### src/rtl/fetch_queue.sv
// fetch_queue: instruction prefetch FIFO between I-cache and decode, with branch flush
// and a refill filter that drops stale cache beats until the branch target arrives.
module fetch_queue #(
    parameter int DEPTH = 4,
    parameter int WIDTH = 16
) (
    input  logic                     clk,
    input  logic                     rst,
    input  logic                     fetch_valid,
    input  logic [WIDTH-1:0]         fetch_instr,
    input  logic [WIDTH-1:0]         fetch_pc,
    output logic                     fetch_ready,
    input  logic                     flush,
    input  logic [WIDTH-1:0]         flush_target,
    output logic                     id_valid,
    output logic [WIDTH-1:0]         id_instr,
    output logic [WIDTH-1:0]         id_pc,
    input  logic                     id_stall,
    output logic [$clog2(DEPTH):0]   count,
    output logic [15:0]              discard_cnt
);
    localparam int AW = $clog2(DEPTH);
    typedef enum logic {RUN, REFILL} state_e;
    state_e             state_q, state_d;
    logic [AW-1:0]      rd_q, rd_d, wr_q, wr_d;
    logic [AW:0]        count_q, count_d;
    logic [WIDTH-1:0]   target_q, target_d;
    logic [15:0]        disc_q, disc_d;
    logic [WIDTH-1:0]   instr_mem [DEPTH];
    logic [WIDTH-1:0]   pc_mem [DEPTH];
    logic               push, pop, match, drop;
    assign fetch_ready = count_q != (AW+1)'(DEPTH);
    assign id_valid    = count_q != '0;
    assign id_instr    = id_valid ? instr_mem[rd_q] : '0;
    assign id_pc       = id_valid ? pc_mem[rd_q] : '0;
    assign count       = count_q;
    assign discard_cnt = disc_q;
    assign match = fetch_pc == target_q;
    // flush overrides any push or pop in its cycle
    assign push  = fetch_valid & fetch_ready & (state_q == RUN | match) & ~flush;
    assign drop  = fetch_valid & fetch_ready & (state_q == REFILL) & ~match & ~flush;
    assign pop   = id_valid & ~id_stall & ~flush;
    always_comb begin
        rd_d     = flush ? '0 : rd_q + AW'(pop);
        wr_d     = flush ? '0 : wr_q + AW'(push);
        count_d  = flush ? '0 : count_q + (AW+1)'(push) - (AW+1)'(pop);
        target_d = flush ? flush_target : target_q;
        state_d  = flush ? REFILL : (push ? RUN : state_q);
        disc_d   = (drop && disc_q != 16'hFFFF) ? disc_q + 16'd1 : disc_q;
    end
    always_ff @(posedge clk or posedge rst) begin
        if (rst) begin
            state_q  <= RUN;
            rd_q     <= '0;
            wr_q     <= '0;
            count_q  <= '0;
            target_q <= '0;
            disc_q   <= '0;
        end else begin
            state_q  <= state_d;
            rd_q     <= rd_d;
            wr_q     <= wr_d;
            count_q  <= count_d;
            target_q <= target_d;
            disc_q   <= disc_d;
        end
    end
    always_ff @(posedge clk) begin
        if (push) begin
            instr_mem[wr_q] <= fetch_instr;
            pc_mem[wr_q]    <= fetch_pc;
        end
    end
endmodule

### config.mk
export PLATFORM = sky130hd
export DESIGN_NAME = fetch_queue
export DESIGN_NICKNAME = d
export VERILOG_FILES = /design/src/rtl/fetch_queue.sv
export SDC_FILE = /design/constraint.sdc
export NUM_CORES = 1
export LEC_CHECK = 0
export ABC_AREA = 1
export ABC_CLOCK_PERIOD_IN_PS = 10700
export CORE_MARGIN = 2
export CORE_UTILIZATION = 40
export CTS_CLUSTER_DIAMETER = 80
export CTS_CLUSTER_SIZE = 8
export DETAILED_ROUTE_END_ITERATION = 10
export SYNTH_ARGS = -nofsm -noshare
export SYNTH_HDL_FRONTEND = slang
export SYNTH_SLANG_ARGS = --single-unit
### constraint.sdc
create_clock -name clk -period 10.7 [get_ports clk]
set_clock_uncertainty 0.2 [all_clocks]
set_input_delay 2.14 -clock clk [delete_from_list [all_inputs] [get_ports clk]]
set_output_delay 2.14 -clock clk [all_outputs]
set_load 0.01 [all_outputs]
Word-level counts from Yosys, hierarchy flattened
Memories as Yosys holds them, arrays and structs flattened.
Cells that the tools add are included.
{"block": "op_classes", "n_addsub": 5, "n_eq_ne": 3, "n_mux": 9, "bitwise_logic": 13, "n_reduce_logical": 3}
{"op": "$mux W16", "count": 2}
{"op": "$add A16 B1 Y16 const B", "count": 1}
{"op": "$eq A16 B16 Y1", "count": 1}
{"op": "$ne A16 B16 Y1 const B", "count": 1}
{"op": "$and A1 B1 Y1", "count": 8}
{"op": "$add A2 B1 Y2", "count": 2}
{"op": "$mux W1", "count": 4}
{"op": "$mux W2", "count": 2}
{"op": "$not A1 Y1", "count": 4}
{"op": "$add A3 B1 Y3", "count": 1}
{"op": "$mux W3", "count": 1}
{"op": "$ne A3 B3 Y1 const B", "count": 1}
{"op": "$reduce_bool A3 Y1", "count": 1}
{"op": "$sub A3 B1 Y3", "count": 1}
{"op": "$reduce_bool A2 Y1", "count": 1}
{"op": "$logic_and A1 B1 Y1", "count": 1}
{"op": "$or A1 B1 Y1", "count": 1}
{"block": "totals", "ff_bits": 40, "mem_bits_rw": 128, "out_inout_bits": 53, "elab_cells": 41, "n_memories": 2}
{"memory": "instr_mem", "words": 4, "word_bits": 16, "read_ports": 1, "rd_ports_with_merged_regs": 0, "wr": 1, "line": "29", "source": "logic [WIDTH-1:0] instr_mem [DEPTH];"}
{"memory": "pc_mem", "words": 4, "word_bits": 16, "read_ports": 1, "rd_ports_with_merged_regs": 0, "wr": 1, "line": "30", "source": "logic [WIDTH-1:0] pc_mem [DEPTH];"}

Longest topological paths before layout
{"block": "logic_depth", "depth_word": 7, "ltp_mapped": 16}

Worst setup path after synthesis
No wires, ideal clock.
{"block": "synth_path", "kind": "input to register", "from": "in fetch_pc[10]", "to": "mem instr_mem[0][0], enable pin", "setup_ns": 0.461, "t_arrival_ns": 5.025, "required_ns": 10.039, "path_slack_ns": 5.014, "stages": 10, "path_buffers": 0, "path_cell_list": "inv_1 -> nand2_1 -> nand2_1 -> nor2_1 -> nand2_1 -> nor2_1 -> nand2_2 -> nand2_1 -> nand2_1 -> nor3_1"}
{"block": "synth_between", "elab_chain_len": 6}
{"element": "from (decl)", "line": "11", "source": "input logic [WIDTH-1:0] fetch_pc,"}
{"element": "$eq A16 B16 Y1", "line": "38", "source": "assign match = fetch_pc == target_q;"}
{"element": "$or A1 B1 Y1", "line": "40", "source": "assign push = fetch_valid & fetch_ready & (state_q == RUN | match) & ~flush;"}
{"element": "$and A1 B1 Y1 (2 in a row)", "line": "40"}
{"element": "$mux W1", "line": "69", "source": "if (push) begin"}
{"element": "$mux W1 (not written as such)", "line": "70", "source": "instr_mem[wr_q] <= fetch_instr;"}
{"element": "to (decl)", "line": "29"}
No other way between the ends.

Worst setup path in the final report
{"block": "layout_path", "from": "reg count_q[1], in the netlist count[1]", "to": "out id_instr[0]"}
{"block": "layout_between", "elab_chain_len": 2}
{"element": "from (decl)", "line": "26", "source": "logic [AW:0] count_q, count_d;"}
{"element": "from (signal assigned)", "line": "63", "source": "count_q <= count_d;"}
{"element": "$reduce_bool A3 Y1", "line": "33", "source": "assign id_valid = count_q != '0;"}
{"element": "$mux W16", "line": "34", "source": "assign id_instr = id_valid ? instr_mem[rd_q] : '0;"}
{"element": "to (decl)", "line": "16", "source": "output logic [WIDTH-1:0] id_instr,"}
No other way between the ends.

==> results.yml <==
run_status:
  status: "finished clean"
sta:
  finalMaxSlewViolations: 0
  fmax_ghz: 0.196
  fin_setup_tns_ns: 0
  grt_setup_unrepaired: "no"
  finalSetupViolCount: 0
  tightest_slew_ns: 1.07
  fin_crit_sh: 0.477
  slew-limit-headroom: 0.285
  hold_slack_ns: 0.342
  hold_viol: 0
  min_period_ns: 5.10
  setup_ws_ns: 5.60
synthesis:
  synth_nets: 767
  syn_avg_cell_area_um2: 10.3
  yosysWarnings: 0
  synth_top_area_frac: 0.525
  ys_seq_elements: 168
  synthCells: 708
  synthTopCellsByArea: "edfxtp_1 (52%), dfrtp_1 (14%), nor2_1 (8.0%), nand2_1 (6.6%), o21ai_0 (5.5%)"
  yosysMostFrequentCell: "nor2_1"
  synth_top_area_cell: "edfxtp_1"
  async_flop_share: 0.238
  ys.flop_type: "edfxtp_1"
  synth_edf_count: 128
  synth.distinct_cells: 29
  synth-seq-area-share: 0.662
  ys_top_cells_by_count: "nor2_1 (156), nand2_1 (129), edfxtp_1 (128), o21ai_0 (80), inv_1 (50)"
  syn-cell-area_um2: 7320
clock_tree:
  clk_latency_ns: 0.42
  h-tree-depth: 4
  cts_tree: "built"
  clkSlewWorstSetupHoldPaths_ns: 0.06
  clock_sinks: 168
  holdBufCountCts: 0
  root_buffer: "clkbuf_16"
  cts_setup_buffers: 0
  cts_resized: 0
  clockBufferDepth: 2
  numCtsBuffers: 17
global_routing:
  grt_first_pass_wirelength_mm: 26.4
  antenna_found_initial: 0
  grt_pass1_vias: 5101
  grt-ovfl-total: 0
  grt_usage: 0.178
  grt_max_degree: 66
setup_path:
  worstPathCellList: "or2_2 > nor2_4 > a21oi_1 > clkdlybuf4s50_1"
  start_kind: "register"
  crit_fanout: 34
  worstPathRequired_ns: 8.36
  r2r_cells: 10
  critPathKind: "register to primary output"
  cp_num_buf_inv: 1
  arrival_ns: 2.76
  crit_path_top_delay_cell: "nor2_4"
  path_depth: 4
  critPathMaxStageDelay_ns: 0.81
  cp_top_family: "simple AND/OR/NAND/NOR gates"
  end_kind: "primary output"
die:
  die_w_um: 139
  core_area_um2: 18000
  start_util: 0.408
  placementRows: 49
  die_y_um: 139
  die_area_um2: 19400
  pin_count: 106
power_and_ir_drop:
  power_w: 0.00176
  seqPwrFrac: 0.422
  peakVddDrop_uv: 121
  p_int_w: 0.00128
  p_sw_w: 0.000476
  leakage_nw: 3.63
  pwr-share-comb: 0.221
  powerDensity_nw_per_um2: 190
  p_sw_frac: 0.271
  p_clk_frac: 0.358
placement:
  dp.final_hpwl_mm: 10.1
  port_buffers: 105
  place_ws_ns: 5.57
  gp_congestion: 0.818
final_layout:
  final_nets: 876
  synthToLayoutAreaGrowth_pct: 26.4
  drive_above_1_share: 0.0832
  utilization: 0.515
  antenna_cells: 0
drt:
  ant_nets: 0
  wire_per_inst_um: 15.6
  finalWirelength_mm: 16.5
  drtIter0Drc: 358
  drc: 0
  vias: 5198
  dr.pass1.iters: 4
  drt-vias-per-instance: 4.91
min_path:
  hold_class: "register to register"
  min_path_cells: 2
flow_run:
  max_cap_viol_count: 0
area by class of cell:
class / count / area, um^2
Multi-Input combinational cell: 459 / 2170
Timing Repair Buffer: 119 / 1160
Inverter: 52 / 195
Clock inverter: 12 / 175
Clock buffer: 19 / 433
Sequential cell: 168 / 4850
Fill cell: 1589 / 8710
Tap cell: 229 / 287
through the flow:
| step | std cells | cell area [um^2] |
|---|---|---|
| 4_1_cts | 1058 | 9260 |
| 2_1_floorplan | 708 | 7320 |
| 3_5_place_dp | 1027 | 8650 |
| 5_1_grt | 1058 | 9260 |
| 3_3_place_gp | 1027 | 8650 |
| 6_report | 1058 | 9260 |
state kept, by name (all words and copies together), names as in the netlist:
register and cells:
instr_mem 64, count 3, state_q 1, discard_cnt 16, wr_q 2, pc_mem 64, rd_q 2, target_q 16
placed cells by master, fill, tap and decap left out, types with 5 or more instances in the layout:
master             n
dfrtp_1           39
nor2_1           156
nand3_1            6
nand2_1          129
nor2_4             5
buf_4             14
o21ai_0           80
clkdlybuf4s50_1  105
a21oi_1           34
ha_1               5
inv_1             49
clkbuf_16         17
xnor2_1            8
edfxtp_1         128
nand2_2           12
xor2_1             7
routing by layer:
layer,routed length (um),global-route usage,vias to the layer above
met5,0,0,-
met4,260,0.0633,0
met3,825,0.0451,22
met2,8200,0.296,137
met1,7210,0.226,2481
li1,-,-,2558
power groups by stage:
| stage | Sequential [W] | Combinational, W | Clock (W) |
|---|---|---|---|
| after global placement | 0.000755 | 0.000390 | 0 |
| after CTS | 0.000743 | 0.000397 | 0.000640 |
| after detailed placement | 0.000756 | 0.000394 | 0 |
| after floorplan | 0.000756 | 0.000186 | 0 |
| final | 0.000742 | 0.000388 | 0.000630 |
| after global routing | 0.000746 | 0.000427 | 0.000670 |
kinds of logic after synthesis:
group,Yosys count,synth area share
AO/OA/AOI/OAI,115,0.0786
XOR/XNOR,15,0.0179
adder cells (fa/ha/maj),6,0.0113
buffers and inverters,81,0.0461
flip-flops,168,0.662
AND/OR/NAND/NOR,323,0.185
worst paths after layout:
kind | slack (ns) | end | from
setup / recovery | 5.60 | id_instr[0] | count[1]
hold / removal | 0.34 | target_q[11] | target_q[11]
setup reg to reg | 7.42 | count[2] | count[1]
hold reg to reg | 0.34 | target_q[11] | target_q[11]
max in group asynchronous | 7.94 | rd_q[0] | rst
min in group asynchronous | 1.95 | target_q[10] | rst
worst min-delay path, delay by kind of cell, from the launching register on:
kind	cells	cell delay (ns)
buffers and inverters	1	0.07
AOI/OAI and AO/OA	1	0.06
DFF	1	0.37
(Power assumes the default switching activity.)
